$ cat src/rtl/lsu_pkg.sv
// lsu_pkg: FSM states, funct3 codes and access-size decode shared by the load/store unit.
// The BEAT1 state exists only when LSU_MISALIGNED_EN is defined.
package lsu_pkg;
   typedef enum logic [1:0] {
      IDLE,
      BEAT0,
`ifdef LSU_MISALIGNED_EN
      BEAT1,
`endif
      RESP
   } state_e;
   localparam logic [2:0] F3_B  = 3'b000;
   localparam logic [2:0] F3_H  = 3'b001;
   localparam logic [2:0] F3_W  = 3'b010;
   localparam logic [2:0] F3_D  = 3'b011;
   localparam logic [2:0] F3_BU = 3'b100;
   localparam logic [2:0] F3_HU = 3'b101;
   localparam logic [2:0] F3_WU = 3'b110;
   function automatic logic [3:0] lsu_size(input logic [1:0] w);
      return 4'd1 << w;
   endfunction
endpackage

$ cat src/rtl/lsu_if.sv
// lsu_if: request, memory-beat and response signals of the load/store unit.
interface lsu_if #(
   parameter int XLEN = 32
) ();
   localparam int NB = XLEN / 8;
   logic            req_valid, req_ready, req_store;
   logic [2:0]      req_funct3;
   logic [XLEN-1:0] req_addr, req_wdata;
   logic            mem_valid, mem_ready, mem_we;
   logic [XLEN-1:0] mem_addr, mem_wdata, mem_rdata;
   logic [NB-1:0]   mem_wmask;
   logic            rsp_valid, rsp_err;
   logic [XLEN-1:0] rsp_data;
   modport slave (
      input  req_valid, req_store, req_funct3, req_addr, req_wdata, mem_ready, mem_rdata,
      output req_ready, mem_valid, mem_we, mem_addr, mem_wdata, mem_wmask, rsp_valid, rsp_err, rsp_data
   );
   modport master (
      output req_valid, req_store, req_funct3, req_addr, req_wdata, mem_ready, mem_rdata,
      input  req_ready, mem_valid, mem_we, mem_addr, mem_wdata, mem_wmask, rsp_valid, rsp_err, rsp_data
   );
endinterface

$ cat src/rtl/lsu_align.sv
// lsu_align: lane positioning of store data/mask and extraction plus extension of load data.
module lsu_align import lsu_pkg::*; #(
   parameter int XLEN = 32,
   parameter int WIN  = 64
) (
   input  logic [2:0]               funct3_i,
   input  logic [$clog2(XLEN/8)-1:0] off_i,
   input  logic [XLEN-1:0]          wdata_i,
   input  logic [WIN-1:0]           rwin_i,
   output logic [WIN-1:0]           wwin_o,
   output logic [WIN/8-1:0]         wmask_o,
   output logic [XLEN-1:0]          rdata_o
);
   localparam int WNB = WIN / 8;
   logic [3:0]      size;
   logic [XLEN-1:0] shifted, keep, low;
   logic            sign;
   always_comb begin
      size    = lsu_size(funct3_i[1:0]);
      wwin_o  = WIN'(wdata_i) << {off_i, 3'b000};
      wmask_o = WNB'((1 << size) - 1) << off_i;
      shifted = XLEN'(rwin_i >> {off_i, 3'b000});
      keep    = {XLEN{1'b1}} >> (XLEN - 8 * int'(size));
      low     = shifted & keep;
      // sign bit is the top kept bit
      sign    = !funct3_i[2] && |(low & ~(keep >> 1));
      rdata_o = low | (sign ? ~keep : '0);
   end
endmodule

$ cat src/rtl/load_store_unit.sv
// load_store_unit: turns one load/store request into one or two word beats and a response pulse.
// Define LSU_MISALIGNED_EN to split word-crossing accesses instead of rejecting misaligned ones.
module load_store_unit import lsu_pkg::*; #(
   parameter int XLEN = 32
) (
   input logic   clk,
   input logic   reset,
   lsu_if.slave  bus
);
   localparam int NB = XLEN / 8;
   localparam int OW = $clog2(NB);
`ifdef LSU_MISALIGNED_EN
   localparam int WIN = 2 * XLEN;
`else
   localparam int WIN = XLEN;
`endif
   localparam int WNB = WIN / 8;
   state_e          state_q, state_d;
   logic            store_q, err_q, req_err, beat_hi;
   logic [2:0]      f3_q;
   logic [XLEN-1:0] addr_q, wdata_q, ldata;
   logic [WIN-1:0]  rwin_q, wwin;
   logic [WNB-1:0]  wmask;
`ifdef LSU_MISALIGNED_EN
   logic cross;
   assign cross = int'(addr_q[OW-1:0]) + int'(lsu_size(f3_q[1:0])) > NB;
`else
   logic [3:0] rsz;
   assign rsz = lsu_size(bus.req_funct3[1:0]);
`endif
   always_comb begin
      req_err = bus.req_store
              ? (bus.req_funct3[2] || (XLEN == 32 && bus.req_funct3 == F3_D))
              : (bus.req_funct3 == 3'b111 || (XLEN == 32 && (bus.req_funct3 == F3_D || bus.req_funct3 == F3_WU)));
`ifndef LSU_MISALIGNED_EN
      req_err = req_err || (bus.req_addr[OW-1:0] & (rsz[OW-1:0] - OW'(1))) != '0;
`endif
   end
   lsu_align #(.XLEN(XLEN), .WIN(WIN)) u_align (
      .funct3_i (f3_q),
      .off_i    (addr_q[OW-1:0]),
      .wdata_i  (wdata_q),
      .rwin_i   (rwin_q),
      .wwin_o   (wwin),
      .wmask_o  (wmask),
      .rdata_o  (ldata)
   );
   always_ff @(posedge clk or negedge reset)
      if (!reset) state_q <= IDLE;
      else state_q <= state_d;
   always_comb begin
      state_d = state_q;
      case (state_q)
         IDLE:    state_d = bus.req_valid ? (req_err ? RESP : BEAT0) : IDLE;
`ifdef LSU_MISALIGNED_EN
         BEAT0:   state_d = bus.mem_ready ? (cross ? BEAT1 : RESP) : BEAT0;
         BEAT1:   state_d = bus.mem_ready ? RESP : BEAT1;
`else
         BEAT0:   state_d = bus.mem_ready ? RESP : BEAT0;
`endif
         RESP:    state_d = IDLE;
         default: state_d = IDLE;
      endcase
   end
   always_comb begin
      beat_hi = 1'b0;
`ifdef LSU_MISALIGNED_EN
      beat_hi = state_q == BEAT1;
`endif
      bus.req_ready = state_q == IDLE;
      bus.mem_valid = state_q == BEAT0 || beat_hi;
      bus.mem_we    = bus.mem_valid && store_q;
      bus.mem_addr  = bus.mem_valid ? {addr_q[XLEN-1:OW], OW'(0)} + (beat_hi ? XLEN'(NB) : '0) : '0;
      bus.mem_wdata = bus.mem_we ? (beat_hi ? wwin[WIN-1 -: XLEN] : wwin[XLEN-1:0]) : '0;
      bus.mem_wmask = bus.mem_we ? (beat_hi ? wmask[WNB-1 -: NB] : wmask[NB-1:0]) : '0;
      bus.rsp_valid = state_q == RESP;
      bus.rsp_err   = bus.rsp_valid && err_q;
      bus.rsp_data  = bus.rsp_valid && !err_q && !store_q ? ldata : '0;
   end
   always_ff @(posedge clk or negedge reset)
      if (!reset) begin
         store_q <= 1'b0;
         err_q   <= 1'b0;
         f3_q    <= '0;
         addr_q  <= '0;
         wdata_q <= '0;
         rwin_q  <= '0;
      end else begin
         if (state_q == IDLE && bus.req_valid) begin
            store_q <= bus.req_store;
            err_q   <= req_err;
            f3_q    <= bus.req_funct3;
            addr_q  <= bus.req_addr;
            wdata_q <= bus.req_wdata;
         end
         if (state_q == BEAT0 && bus.mem_ready) rwin_q[XLEN-1:0] <= bus.mem_rdata;
`ifdef LSU_MISALIGNED_EN
         if (beat_hi && bus.mem_ready) rwin_q[WIN-1 -: XLEN] <= bus.mem_rdata;
`endif
      end
endmodule

$ cat src/flat_wrapper.sv
// flat-port wrapper written by rule: the top's interface ports become plain ports
module load_store_unit_flat import lsu_pkg::*;
#(
   parameter int XLEN = 32
)
  (clk, reset, bus_req_valid, bus_req_store, bus_req_funct3, bus_req_addr, bus_req_wdata, bus_mem_ready, bus_mem_rdata, bus_req_ready, bus_mem_valid, bus_mem_we, bus_mem_addr, bus_mem_wdata, bus_mem_wmask, bus_rsp_valid, bus_rsp_err, bus_rsp_data);
  lsu_if #(.XLEN(XLEN)) bus_i ();
  input logic clk;
  input logic reset;
  input wire logic [$bits(bus_i.req_valid)-1:0] bus_req_valid;
  input wire logic [$bits(bus_i.req_store)-1:0] bus_req_store;
  input wire logic [$bits(bus_i.req_funct3)-1:0] bus_req_funct3;
  input wire logic [$bits(bus_i.req_addr)-1:0] bus_req_addr;
  input wire logic [$bits(bus_i.req_wdata)-1:0] bus_req_wdata;
  input wire logic [$bits(bus_i.mem_ready)-1:0] bus_mem_ready;
  input wire logic [$bits(bus_i.mem_rdata)-1:0] bus_mem_rdata;
  output wire logic [$bits(bus_i.req_ready)-1:0] bus_req_ready;
  output wire logic [$bits(bus_i.mem_valid)-1:0] bus_mem_valid;
  output wire logic [$bits(bus_i.mem_we)-1:0] bus_mem_we;
  output wire logic [$bits(bus_i.mem_addr)-1:0] bus_mem_addr;
  output wire logic [$bits(bus_i.mem_wdata)-1:0] bus_mem_wdata;
  output wire logic [$bits(bus_i.mem_wmask)-1:0] bus_mem_wmask;
  output wire logic [$bits(bus_i.rsp_valid)-1:0] bus_rsp_valid;
  output wire logic [$bits(bus_i.rsp_err)-1:0] bus_rsp_err;
  output wire logic [$bits(bus_i.rsp_data)-1:0] bus_rsp_data;
  assign bus_i.req_valid = bus_req_valid;
  assign bus_i.req_store = bus_req_store;
  assign bus_i.req_funct3 = bus_req_funct3;
  assign bus_i.req_addr = bus_req_addr;
  assign bus_i.req_wdata = bus_req_wdata;
  assign bus_i.mem_ready = bus_mem_ready;
  assign bus_i.mem_rdata = bus_mem_rdata;
  assign bus_req_ready = bus_i.req_ready;
  assign bus_mem_valid = bus_i.mem_valid;
  assign bus_mem_we = bus_i.mem_we;
  assign bus_mem_addr = bus_i.mem_addr;
  assign bus_mem_wdata = bus_i.mem_wdata;
  assign bus_mem_wmask = bus_i.mem_wmask;
  assign bus_rsp_valid = bus_i.rsp_valid;
  assign bus_rsp_err = bus_i.rsp_err;
  assign bus_rsp_data = bus_i.rsp_data;
  load_store_unit #(.XLEN(XLEN)) u_core (.clk(clk), .reset(reset), .bus(bus_i));
endmodule
$ cat config.mk
export PLATFORM = sky130hd
export DESIGN_NAME = load_store_unit_flat
export DESIGN_NICKNAME = d
export VERILOG_FILES = /design/src/rtl/lsu_pkg.sv /design/src/rtl/lsu_if.sv /design/src/rtl/lsu_align.sv /design/src/rtl/load_store_unit.sv /design/src/flat_wrapper.sv
export SDC_FILE = /design/constraint.sdc
export NUM_CORES = 1
export LEC_CHECK = 0
export CORE_UTILIZATION = 35
export DETAILED_ROUTE_END_ITERATION = 8
export PLACE_DENSITY = 0.66
export SLEW_MARGIN = 20
export SYNTH_ARGS = -nofsm -noshare
export SYNTH_HDL_FRONTEND = slang
export SYNTH_SLANG_ARGS = --single-unit
$ cat constraint.sdc
create_clock -name clk -period 2.79 [get_ports clk]
set_input_delay 0.4185 -clock clk [delete_from_list [all_inputs] [get_ports clk]]
set_output_delay 0.4185 -clock clk [all_outputs]
set_load 0.005 [all_outputs]
==> summary.log, run 1 <==
INFO  logic_synthesis synth_sequential_area_ratio=46.64%
INFO  drt            drc=0
INFO  floorplan      die-height=127.7µm
INFO  global_route   grt_util_all_layers=20.34%
INFO  logic_synthesis postSynthCellCount=502
INFO  worst_setup_path worstPathMaxFanout=5
INFO  drt            m1WireLength=7.020mm
INFO  logic_synthesis postSynth.asyncResetShare=100.0%
INFO  final_layout   final_common_cell=sky130_fd_sc_hd__clkdlybuf4s50_1
INFO  floorplan      design.die.area=16300µm²
INFO  global_route   grt_first_pass_wirelength=25.76mm
INFO  clock_network  clock_latency=0.35ns
INFO  pwr            total_power=0.006255W
INFO  floorplan      placement_rows=45
INFO  clock_network  tritoncts_clock_tree=done
INFO  pwr            vdd.ir_drop.worst=0.3825mV
INFO  clock_network  cts-root-buf=sky130_fd_sc_hd__clkbuf_16
INFO  worst_setup_path cpMaxStageDelayCell=sky130_fd_sc_hd__or4b_4
INFO  drt            antenna_left=0
INFO  clock_network  clock_tree.buffer_depth=2
INFO  clock_network  cts_htree_levels=3
INFO  global_route   antenna_found_initial=0
INFO  drt            highest_metal_layer_used_by_the_detailed_router=met4
INFO  clock_network  cts_made_buffers=9
INFO  global_route   number_of_global_route_vias_before_repair=4951
INFO  sta            total_negative_slack_for_setup_checks=-0.3762ns
INFO  floorplan      fp.coreArea=15310µm²
INFO  placement      place.port_buffers=206
INFO  outcome        outcome=finished, violations left
INFO  placement      post_place_worst_slack=-0.002407ns
INFO  worst_setup_path crit_path_frequent_cell=sky130_fd_sc_hd__buf_4
INFO  logic_synthesis number_of_storage_elements_in_the_synthesis_netlist=103
INFO  worst_setup_path end_kind=output port
INFO  logic_synthesis synth.lib_cells_used.distinct=39
INFO  job            maxCapViolCount=0
INFO  final_layout   final_cell_mix=sky130_fd_sc_hd__clkdlybuf4s50_1 (173), sky130_fd_sc_hd__dfrtp_1 (100), sky130_fd_sc_hd__mux2_2 (96)
INFO  worst_setup_path timing.critical_path.cells=or4b_4 -> nor3_4 -> buf_4 -> o31a_4 -> buf_4 -> a21o_1 -> dlygate4sd2_1
INFO  floorplan      floorplan.initialDensity=36.09%
INFO  outcome        violations=negative setup slack
INFO  logic_synthesis yosysWarningCount=0
INFO  pwr            power.leakage=3.888nW
INFO  logic_synthesis postSynthAreaPerCell=11.01µm²
INFO  drt            routed_wire_length_per_instance=17.55µm
INFO  final_layout   fillCellCount=1308
INFO  final_layout   post_route_cells_drive_above_1_share=25.98%
INFO  worst_hold_path hold_path_class=in -> async
INFO  drt            wl_met2=8.112mm
INFO  sta            timing_max_transition_violations_final=0
INFO  sta            fmax=0.3495GHz
INFO  logic_synthesis synth.top_cell.area_share=46.64%
INFO  placement      dp_hpwl=11.81mm
INFO  sta            hold_viol=0
INFO  drt            vias_per_cell=5.033
INFO  placement      gp_congestion=0.8691
INFO  logic_synthesis synth.area.top_cells=sky130_fd_sc_hd__dfrtp_1 (47%), sky130_fd_sc_hd__mux2_2 (20%), sky130_fd_sc_hd__mux2i_1 (6.7%)
INFO  worst_setup_path critPathLaunchType=flop
INFO  final_layout   layout.core_utilization=56.18%
INFO  sta            finalHoldWorstSlack=0.4557ns
INFO  logic_synthesis mappedNetlistArea=5527µm²
INFO  sta            report.final.setup_viol=6
INFO  drt            count_of_vias_placed_by_the_detailed_router=4781
INFO  sta            final.setup_skew=0.009021ns
INFO  pwr            power.density=726.9nW/µm²
INFO  worst_setup_path ff2ff_path_depth=5
INFO  sta            tcrit_tclk_final=102.6%
INFO  floorplan      die_x=127.7µm
INFO  floorplan      top_level_ports=209
INFO  sta            grt_setup_unrepaired=yes
INFO  clock_network  clock_sinks=103
INFO  worst_setup_path max_stage_delay=0.60ns
INFO  sta            min_period=2.861ns
INFO  global_route   globalRouteOverflowTotal=0
INFO  drt            routed-wl-met3=1.365mm
INFO  worst_setup_path worst-endpoint-required=2.37ns
INFO  logic_synthesis synth_ff_type=sky130_fd_sc_hd__dfrtp_1
INFO  global_route   maximum_number_of_pins_on_one_net_before_global_route_repair=58
INFO  worst_setup_path setup.worst_path.class=reg -> out
INFO  worst_setup_path cp.arrival=2.44ns
INFO  final_layout   layout-area-overhead-vs-synth=55.69%
INFO  sta            final_critical_path_setup_slack=-0.07128ns
INFO  final_layout   antennaDiodeCount=0
INFO  drt            drtIter0Drc=207
INFO  final_layout   layout.nets=841
INFO  logic_synthesis synth_enable_flop_cells=0
INFO  drt            detail_route.wirelength=16.68mm
INFO  logic_synthesis synth_area_leader_cell=sky130_fd_sc_hd__dfrtp_1
INFO  drt            drt_first_pass_iters=4
INFO  clock_network  cts.reportedPaths.clkPinSlew=0.07ns
==> Yosys cell counts (2+ instances only) <==
library cell               instances
sky130_fd_sc_hd__a211o_1           3
sky130_fd_sc_hd__a211oi_1         19
sky130_fd_sc_hd__a21o_1            7
sky130_fd_sc_hd__a21oi_1          25
sky130_fd_sc_hd__a31oi_1           2
sky130_fd_sc_hd__and2_1           40
sky130_fd_sc_hd__buf_2            21
sky130_fd_sc_hd__buf_4             2
sky130_fd_sc_hd__clkbuf_1         10
sky130_fd_sc_hd__dfrtp_1         103
sky130_fd_sc_hd__ha_1              3
sky130_fd_sc_hd__inv_1             7
sky130_fd_sc_hd__mux2_2           96
sky130_fd_sc_hd__mux2i_1          37
sky130_fd_sc_hd__nand2_1          18
sky130_fd_sc_hd__nor2_1           45
sky130_fd_sc_hd__nor2b_1          14
sky130_fd_sc_hd__nor3_1            2
sky130_fd_sc_hd__nor4_1            3
sky130_fd_sc_hd__o21ai_0          24
sky130_fd_sc_hd__o21ai_1           2
sky130_fd_sc_hd__o31ai_2           2
==> power breakdown <==
part           internal (W)  total (W)  switching, W
logic               0.00142    0.00255       0.00113
clock network      0.000661    0.00124      0.000579
registers           0.00202    0.00247      0.000444
==> kinds of logic after synthesis <==
family          Yosys count  share of synthesized area, %
buf+inv                  42                         3.464
mux                     133                         26.26
other cells               1                       0.06785
compound gates           88                         10.17
simple gates            132                         12.72
fa+ha+maj                 3                        0.6793
flops                   103                         46.64
==> final timing paths <==
| check | start | endpoint | slack [ns] |
|---|---|---|---|
| worst max-delay path | u_core.state_q[0] | bus_rsp_data[25] | -0.07 |
| worst min-delay path | reset | u_core.rwin_q[28] | 0.46 |
| worst max register to register | u_core.state_q[0] | u_core.rwin_q[13] | 0.91 |
| worst min register to register | u_core.addr_q[28] | u_core.addr_q[28] | 0.50 |
| max in group asynchronous | reset | u_core.wdata_q[22] | 1.63 |
| min in group clk | u_core.addr_q[28] | u_core.addr_q[28] | 0.50 |
==> timing repair <==
| item | 4_1_cts | 5_1_grt |
|---|---|---|
| pin swaps | 5 | 6 |
| hold buffers | 1 | 0 |
| buffers inserted | 4 | 15 |
| hold endpoints to repair | 12 | 0 |
| gates resized for setup | 36 | 40 |
| cloned | 0 | 1 |
| setup endpoints to repair | 32 | 35 |
==> cell type report <==
| class | instances | area, µm² | area share, % |
|---|---|---|---|
| Multi-Input combinational cell | 359 | 2949 | 34.27 |
| Timing Repair Buffer | 253 | 2482 | 28.85 |
| Sequential cell | 103 | 2581 | 30.00 |
| Inverter | 8 | 33.78 | 0.3926 |
| Clock inverter | 5 | 41.29 | 0.4799 |
| Clock buffer | 11 | 252.7 | 2.937 |
| Tap cell | 211 | 264.0 | 3.068 |
==> stage by stage <==
step	std cells	instance area [µm²]
floorplan	503	5530
global placement	913	7928
detailed placement	913	7928
CTS	934	8353
global route	950	8605
finish	950	8605
==> state kept, by name, indices dropped and copies added (netlist names) <==
register,cells
u_core.addr_q,32
u_core.store_q,1
u_core.wdata_q,32
u_core.rwin_q,32
u_core.state_q,2
u_core.err_q,1
u_core.f3_q,3
==> routing by layer <==
metal	vias up	global-route usage [%]
met5	-	0
met4	0	4.291
met3	15	6.803
met2	188	35.20
met1	2334	24.61
li1	2244	-
==> critical path, delay by kind of cell (launching register included) <==
family                 cells  cell delay, ns
DFF                        1            0.44
buffers and inverters      3            0.51
and+or+nand+nor            2            0.91
AOI/OAI and AO/OA          2            0.23
(Power assumes the default switching activity.)
==> run 2, diff against run 1 <==
PLACE_DENSITY = 0.7   (was 0.66)
SYNTH_HIERARCHICAL = 1   (was unset)
==> run 2 against run 1 <==
  * The run now ends clean
  * Final cell count up 21%
  * Via count up 18%
  * Synthesized cell count up 43%
  * Design area up 8.5%
  * Clock-buffer cell count down 2
  * Maximum frequency up 4.9%
  * Critical path type unchanged
  * Worst hold slack worse by 0.44 ns
  * Largest power group unchanged
  * Routed wire length up 14%
==> summary.log, run 2 <==
INFO  outcome        outcome=complete, no violations
INFO  logic_synthesis synth.top_cell.area_share=41.12%
INFO  logic_synthesis postSynthCellCount=717
INFO  global_route   grt_first_pass_wirelength=29.65mm
INFO  clock_network  cts-root-buf=sky130_fd_sc_hd__clkbuf_16
INFO  logic_synthesis synth_sequential_area_ratio=41.12%
INFO  clock_network  tritoncts_clock_tree=done
INFO  placement      cell_area_placed=8542µm²
INFO  worst_setup_path end_kind=output port
INFO  sta            grt_setup_unrepaired=yes
INFO  worst_hold_path hold_path_class=in -> async
INFO  drt            drtIter0Drc=277
INFO  logic_synthesis synth.lib_cells_used.distinct=51
INFO  clock_network  clock_sinks=103
INFO  drt            vias_per_cell=4.923
INFO  worst_setup_path regToRegStartpoint=u_core/state_q[0]
INFO  sta            final.setup_skew=0.009846ns
INFO  logic_synthesis number_of_storage_elements_in_the_synthesis_netlist=103
INFO  final_layout   post_route_cells_drive_above_1_share=13.53%
INFO  pwr            total_power=0.007024W
INFO  job            maxCapViolCount=0
INFO  placement      place.port_buffers=206
INFO  logic_synthesis yosys.cell_count.top_type=sky130_fd_sc_hd__nand2_1
INFO  drt            count_of_vias_placed_by_the_detailed_router=5661
INFO  pwr            power.leakage=5.047nW
INFO  clock_network  clock_latency=0.36ns
INFO  sta            tcrit_tclk_final=97.72%
INFO  global_route   grt_util_all_layers=20.79%
INFO  floorplan      placement_rows=48
INFO  logic_synthesis yosysWarningCount=6
INFO  final_layout   post-route-cell-area=9338µm²
INFO  placement      dp_hpwl=12.38mm
INFO  floorplan      floorplan.initialDensity=35.99%
INFO  sta            finalHoldWorstSlack=0.01544ns
INFO  final_layout   final_cell_mix=sky130_fd_sc_hd__nand2_1 (238), sky130_fd_sc_hd__clkdlybuf4s50_1 (167), sky130_fd_sc_hd__dfrtp_1 (99)
INFO  clock_network  clock_tree.buffer_depth=2
INFO  sta            hold_viol=0
INFO  floorplan      die_x=135.8µm
INFO  logic_synthesis postSynthAreaPerCell=8.743µm²
INFO  clock_network  cts_htree_levels=3
INFO  logic_synthesis ys_top_cells_by_count=sky130_fd_sc_hd__nand2_1 (238), sky130_fd_sc_hd__dfrtp_1 (103), sky130_fd_sc_hd__and2_1 (73)
INFO  global_route   globalRouteOverflowTotal=0
INFO  sta            fmax=0.3668GHz
INFO  logic_synthesis synth.area.top_cells=sky130_fd_sc_hd__dfrtp_1 (41%), sky130_fd_sc_hd__nand2_1 (14%), sky130_fd_sc_hd__and2_1 (7.3%)
INFO  drt            drc=0
INFO  floorplan      fp.coreArea=17420µm²
INFO  global_route   antenna_found_initial=1
INFO  placement      gp_congestion=0.8756
INFO  sta            tightestPinTransition=0.7980ns
INFO  worst_setup_path setup.worst_path.class=reg -> out
INFO  worst_setup_path crit_start=u_core/addr_q[0]
INFO  logic_synthesis synth_enable_flop_cells=0
INFO  worst_setup_path critPathLaunchType=flop
INFO  drt            antenna_left=0
INFO  pwr            power.density=752.3nW/µm²
INFO  drt            drt_first_pass_iters=4
INFO  worst_setup_path worstPathMaxFanout=16
INFO  sta            maxSlewHeadroom=46.80%
INFO  worst_setup_path cp.arrival=2.31ns
INFO  floorplan      design.die.area=18450µm²
INFO  sta            min_period=2.726ns
INFO  floorplan      top_level_ports=209
INFO  worst_setup_path worst-endpoint-required=2.37ns
INFO  drt            detail_route.wirelength=19.03mm
INFO  global_route   number_of_global_route_vias_before_repair=5540
INFO  global_route   maximum_number_of_pins_on_one_net_before_global_route_repair=72
INFO  logic_synthesis synth_ff_type=sky130_fd_sc_hd__dfrtp_1
INFO  sta            report.final.setup_viol=0
INFO  sta            final_critical_path_setup_slack=0.06355ns
INFO  drt            routed_wire_length_per_instance=16.54µm
INFO  clock_network  cts.reportedPaths.clkPinSlew=0.07ns
INFO  floorplan      die-height=135.8µm
INFO  placement      post_place_worst_slack=0.01460ns
INFO  clock_network  cts_made_buffers=9
INFO  logic_synthesis synth_area_leader_cell=sky130_fd_sc_hd__dfrtp_1
INFO  logic_synthesis mappedNetlistArea=6269µm²
INFO  final_layout   layout-area-overhead-vs-synth=48.96%
INFO  logic_synthesis postSynth.asyncResetShare=100.0%
INFO  final_layout   largest_regs=u_core/addr_q (32), u_core/rwin_q (32), u_core/wdata_q (32)
INFO  pwr            vdd.ir_drop.worst=0.3525mV
INFO  final_layout   final_common_cell=sky130_fd_sc_hd__nand2_1
INFO  sta            timing_max_transition_violations_final=0
INFO  sta            total_negative_slack_for_setup_checks=0ns
INFO  final_layout   layout.nets=1027
==> run 2: cell types whose count changed after synthesis, moves of 8 or more <==
cell | previous run | this run
sky130_fd_sc_hd__mux2_4 | 0 | 29
sky130_fd_sc_hd__and3_1 | 0 | 37
sky130_fd_sc_hd__nor2_1 | 45 | 13
sky130_fd_sc_hd__o21ai_1 | 2 | 10
sky130_fd_sc_hd__a21oi_1 | 25 | 16
sky130_fd_sc_hd__o21ai_0 | 24 | 2
sky130_fd_sc_hd__o211ai_1 | 0 | 8
sky130_fd_sc_hd__and2_1 | 40 | 73
sky130_fd_sc_hd__clkbuf_1 | 10 | 22
sky130_fd_sc_hd__mux2_2 | 96 | 3
sky130_fd_sc_hd__nand2_1 | 18 | 238
==> run 2: power by group <==
part / total (W) / switching [W] / internal (W)
combinational: 0.00318 / 0.00148 / 0.00170
clock: 0.00135 / 0.000635 / 0.000717
sequential: 0.00250 / 0.000491 / 0.00201
total: 0.00702 / 0.00261 / 0.00442
==> run 2: what timing repair did <==
item                                    CTS  global route
setup buffers                            10             8
pin swaps                                 5             3
resized for setup                        10            68
cloned                                    2             0
endpoints found under the setup margin   45            41
hold buffers                              0             0
==> run 2: metrics by stage <==
stage / std cells / util (%)
2_1_floorplan: 718 / -
3_3_place_gp: 1113 / 49.04
3_5_place_dp: 1113 / 49.04
4_1_cts: 1141 / 51.94
5_1_grt: 1150 / 53.61
6_report: 1150 / 53.61
==> run 2: final cells by class <==
| type | count | area [µm²] |
|---|---|---|
| fill | 1586 | 8079 |
| multi-input combinational | 556 | 3562 |
| sequential | 103 | 2582 |
| timing repair buffer | 245 | 2575 |
| tap | 225 | 281.5 |
| clock buffer | 9 | 225.2 |
| clock inverter | 7 | 91.34 |
| inverter | 4 | 17.52 |
| antenna | 1 | 2.502 |
==> run 2: worst paths after layout <==
check	to	slack (ns)	cells past startpoint
min	u_core/addr_q[6]	0.02	1
min reg2reg	u_core/addr_q[14]	0.47	2
max in group asynchronous	u_core/wdata_q[12]	2.02	2
max reg2reg	u_core/rwin_q[14]	0.92	4
min in group clk	u_core/addr_q[14]	0.47	2
max	bus_mem_wdata[12]	0.06	7
==> run 2: worst max-delay path, stage by stage, from the launching register on <==
cell                              delay, ns
sky130_fd_sc_hd__dfrtp_2               0.48
sky130_fd_sc_hd__buf_4                 0.17
sky130_fd_sc_hd__buf_4                 0.13
sky130_fd_sc_hd__bufbuf_16             0.30
sky130_fd_sc_hd__mux2i_1               0.13
sky130_fd_sc_hd__nor2_1                0.10
sky130_fd_sc_hd__and3_1                0.16
sky130_fd_sc_hd__clkdlybuf4s50_1       0.49
==> run 2: per-layer routing <==
layer / global-route usage, % / vias up / wire, µm / part of all wire [%]
met2: 33.84 / 178 / 9116 / 48
li1: - / 2772 / - / -
met1: 26.43 / 2684 / 8251 / 43
met4: 6.991 / 0 / 347 / 1.8
met5: 0 / - / 0 / 0
met3: 5.742 / 27 / 1310 / 6.9
==> run 2: logic make-up after synthesis <==
kind of cell | Yosys count | share of synthesized area (%)
AND/OR/NAND/NOR | 408 | 31.34
flip-flops | 103 | 41.12
AO/OA/AOI/OAI | 76 | 8.863
multiplexers | 66 | 12.91
buffers and inverters | 59 | 4.910
adder cells (fa/ha/maj) | 4 | 0.7984
other | 1 | 0.05982
==> run 3, diff against run 2 <==
clock period = 2.66 ns   (was 2.79 ns; I/O delays follow)
==> run 3 against run 2 <==
  * The run now ends with negative setup slack left
  * Critical path depth grew 5
  * Flip-flop and latch count unchanged
  * Total power increased by 10%
  * Clock skew grew 0.0011 ns
  * Non-clock buffer count is 29 higher
  * Worst hold slack better by 0.45 ns
  * Critical path type unchanged
==> summary.log, run 3 (synthesized netlist as in run 2, its figures left out) <==
INFO  outcome        outcome=finished, violations left
INFO  outcome        violations=negative setup slack
INFO  worst_setup_path setup.worst_path.class=reg -> out
INFO  worst_setup_path worst-endpoint-required=2.26ns
INFO  sta            maxSlewHeadroom=47.78%
INFO  global_route   grt_util_all_layers=21.51%
INFO  final_layout   largest_regs=u_core/addr_q (32), u_core/rwin_q (32), u_core/wdata_q (32)
INFO  sta            final.setup_skew=0.01091ns
INFO  clock_network  clock_tree.buffer_depth=2
INFO  worst_setup_path cp.arrival=2.38ns
INFO  sta            tightestPinTransition=0.7833ns
INFO  drt            antenna_left=0
INFO  final_layout   layout-area-overhead-vs-synth=50.26%
INFO  worst_setup_path end_kind=output port
INFO  floorplan      top_level_ports=209
INFO  floorplan      die_x=135.8µm
INFO  clock_network  tritoncts_clock_tree=done
INFO  drt            vias_per_cell=4.948
INFO  pwr            power.leakage=4.642nW
INFO  placement      post_place_worst_slack=-0.04540ns
INFO  pwr            power.density=820.2nW/µm²
INFO  placement      gp_congestion=0.8787
INFO  worst_setup_path worstPathMaxFanout=5
INFO  placement      dp_hpwl=12.68mm
INFO  clock_network  cts_made_buffers=9
INFO  final_layout   post_route_cells_drive_above_1_share=20.04%
INFO  clock_network  cts-root-buf=sky130_fd_sc_hd__clkbuf_16
INFO  clock_network  clock_latency=0.35ns
INFO  drt            detail_route.wirelength=19.97mm
INFO  drt            routed_wire_length_per_instance=16.93µm
INFO  clock_network  cts_htree_levels=3
INFO  sta            fmax=0.3597GHz
INFO  drt            drt_first_pass_iters=4
INFO  sta            min_period=2.780ns
INFO  floorplan      fp.coreArea=17420µm²
INFO  worst_setup_path critPathLaunchType=flop
INFO  final_layout   layout.cells.non_filler=1179
INFO  global_route   number_of_global_route_vias_before_repair=5740
INFO  sta            report.final.setup_viol=20
INFO  floorplan      die-height=135.8µm
INFO  pwr            vdd.ir_drop.worst=0.4081mV
INFO  floorplan      floorplan.initialDensity=35.99%
INFO  sta            grt_setup_unrepaired=yes
INFO  final_layout   layout.nets=1056
INFO  sta            final_critical_path_setup_slack=-0.1203ns
INFO  sta            hold_viol=0
INFO  final_layout   final_common_cell=sky130_fd_sc_hd__nand2_1
INFO  placement      place.port_buffers=206
INFO  job            maxCapViolCount=0
INFO  floorplan      placement_rows=48
INFO  final_layout   final_cell_mix=sky130_fd_sc_hd__nand2_1 (238), sky130_fd_sc_hd__clkdlybuf4s50_1 (171), sky130_fd_sc_hd__dfrtp_1 (99)
INFO  drt            drtIter0Drc=362
INFO  sta            timing_max_transition_violations_final=0
INFO  floorplan      design.die.area=18450µm²
INFO  global_route   antenna_found_initial=1
INFO  placement      dpl.cell_count=1120
INFO  drt            count_of_vias_placed_by_the_detailed_router=5834
INFO  worst_hold_path hold_path_class=reg -> reg
INFO  drt            drc=0
INFO  sta            tcrit_tclk_final=104.5%
INFO  final_layout   fillCellCount=1620
INFO  global_route   globalRouteOverflowTotal=0
INFO  clock_network  cts.reportedPaths.clkPinSlew=0.08ns
INFO  final_layout   layout.core_utilization=54.08%
INFO  global_route   grt_first_pass_wirelength=30.62mm
INFO  global_route   maximum_number_of_pins_on_one_net_before_global_route_repair=72
INFO  clock_network  clock_sinks=103
==> run 3: changes by cell type in the layout (fill, tap and decap cells not counted), moves of 7 or more <==
cell                             previous run  this run
sky130_fd_sc_hd__nand3_2                    0         7
sky130_fd_sc_hd__clkbuf_2                   0        18
sky130_fd_sc_hd__buf_2                      1        13
sky130_fd_sc_hd__nand3_1                    7         0
sky130_fd_sc_hd__dlymetal6s2s_1            36         0
sky130_fd_sc_hd__buf_6                      7        18
sky130_fd_sc_hd__buf_4                     26        41
==> run 3: cell type report <==
cell class                 instances  area (µm²)  area share [%]
tap                              225       281.5           2.989
clock inverter                     7       100.1           1.063
timing repair buffer             274        2608           27.68
multi-input combinational        556        3602           38.24
inverter                           4       17.52          0.1860
clock buffer                       9       225.2           2.391
antenna                            1       2.502         0.02657
sequential                       103        2582           27.42
==> run 3: where the power goes <==
part / switching (W) / total, W / internal, W / leakage, nW
clock: 0.000670 / 0.00143 / 0.000764 / 0.158
sequential: 0.000521 / 0.00262 / 0.00210 / 1.25
combinational: 0.00169 / 0.00367 / 0.00198 / 3.23
total: 0.00288 / 0.00773 / 0.00485 / 4.64
==> run 3: per-layer routing <==
metal	vias up	part of all wire [%]	global-route usage [%]
met5	-	0	0
met4	0	1.8	7.116
met3	28	7.3	5.742
met2	209	49	36.42
met1	2767	42	26.33
li1	2830	-	-
==> run 3: path summary, 6_finish.rpt <==
| check | from | endpoint | slack (ns) | cells after the start |
|---|---|---|---|---|
| max | u_core/f3_q[1] | bus_rsp_data[31] | -0.12 | 12 |
| max reg2reg | u_core/state_q[0] | u_core/rwin_q[20] | 0.78 | 4 |
| min in group asynchronous | reset | u_core/rwin_q[29] | 0.53 | 2 |
| max in group asynchronous | reset | u_core/wdata_q[17] | 1.41 | 3 |
| min | u_core/addr_q[19] | u_core/addr_q[19] | 0.47 | 2 |
| min reg2reg | u_core/addr_q[19] | u_core/addr_q[19] | 0.47 | 2 |
==> run 3: through the flow <==
stage               TNS [ns]  hold WS, ns  total power, W  cell area [µm²]
CTS                   -1.249       0.4737        0.007456             9258
finish               -0.7514       0.4685        0.007726             9419
floorplan                  0       0.1034        0.004509             6272
global placement           0       0.3841        0.005585             8594
detailed placement   -0.3534       0.3905        0.005640             8594
global route          -3.489       0.4949        0.008241             9419
==> run 3: repair_timing <==
| action | 4_1_cts | 5_1_grt |
|---|---|---|
| hold buffers | 1 | 0 |
| buffers inserted | 22 | 16 |
| pin swaps | 8 | 10 |
| endpoints found under the setup margin | 51 | 47 |
| gates cloned | 2 | 1 |
| resized for setup | 95 | 71 |
| endpoints found under the hold margin | 1 | 0 |
==> run 3: critical path: stages (launching register included) <==
cell and delay, ns:
sky130_fd_sc_hd__dfrtp_2 0.45, sky130_fd_sc_hd__buf_6 0.13, sky130_fd_sc_hd__ha_4 0.17, sky130_fd_sc_hd__nand4bb_4 0.13
sky130_fd_sc_hd__buf_6 0.14, sky130_fd_sc_hd__a2111oi_4 0.31, sky130_fd_sc_hd__buf_4 0.20, sky130_fd_sc_hd__buf_6 0.10
sky130_fd_sc_hd__buf_6 0.09, sky130_fd_sc_hd__a21oi_2 0.03, sky130_fd_sc_hd__nand2_1 0.07, sky130_fd_sc_hd__and2_1 0.12
sky130_fd_sc_hd__buf_2 0.10
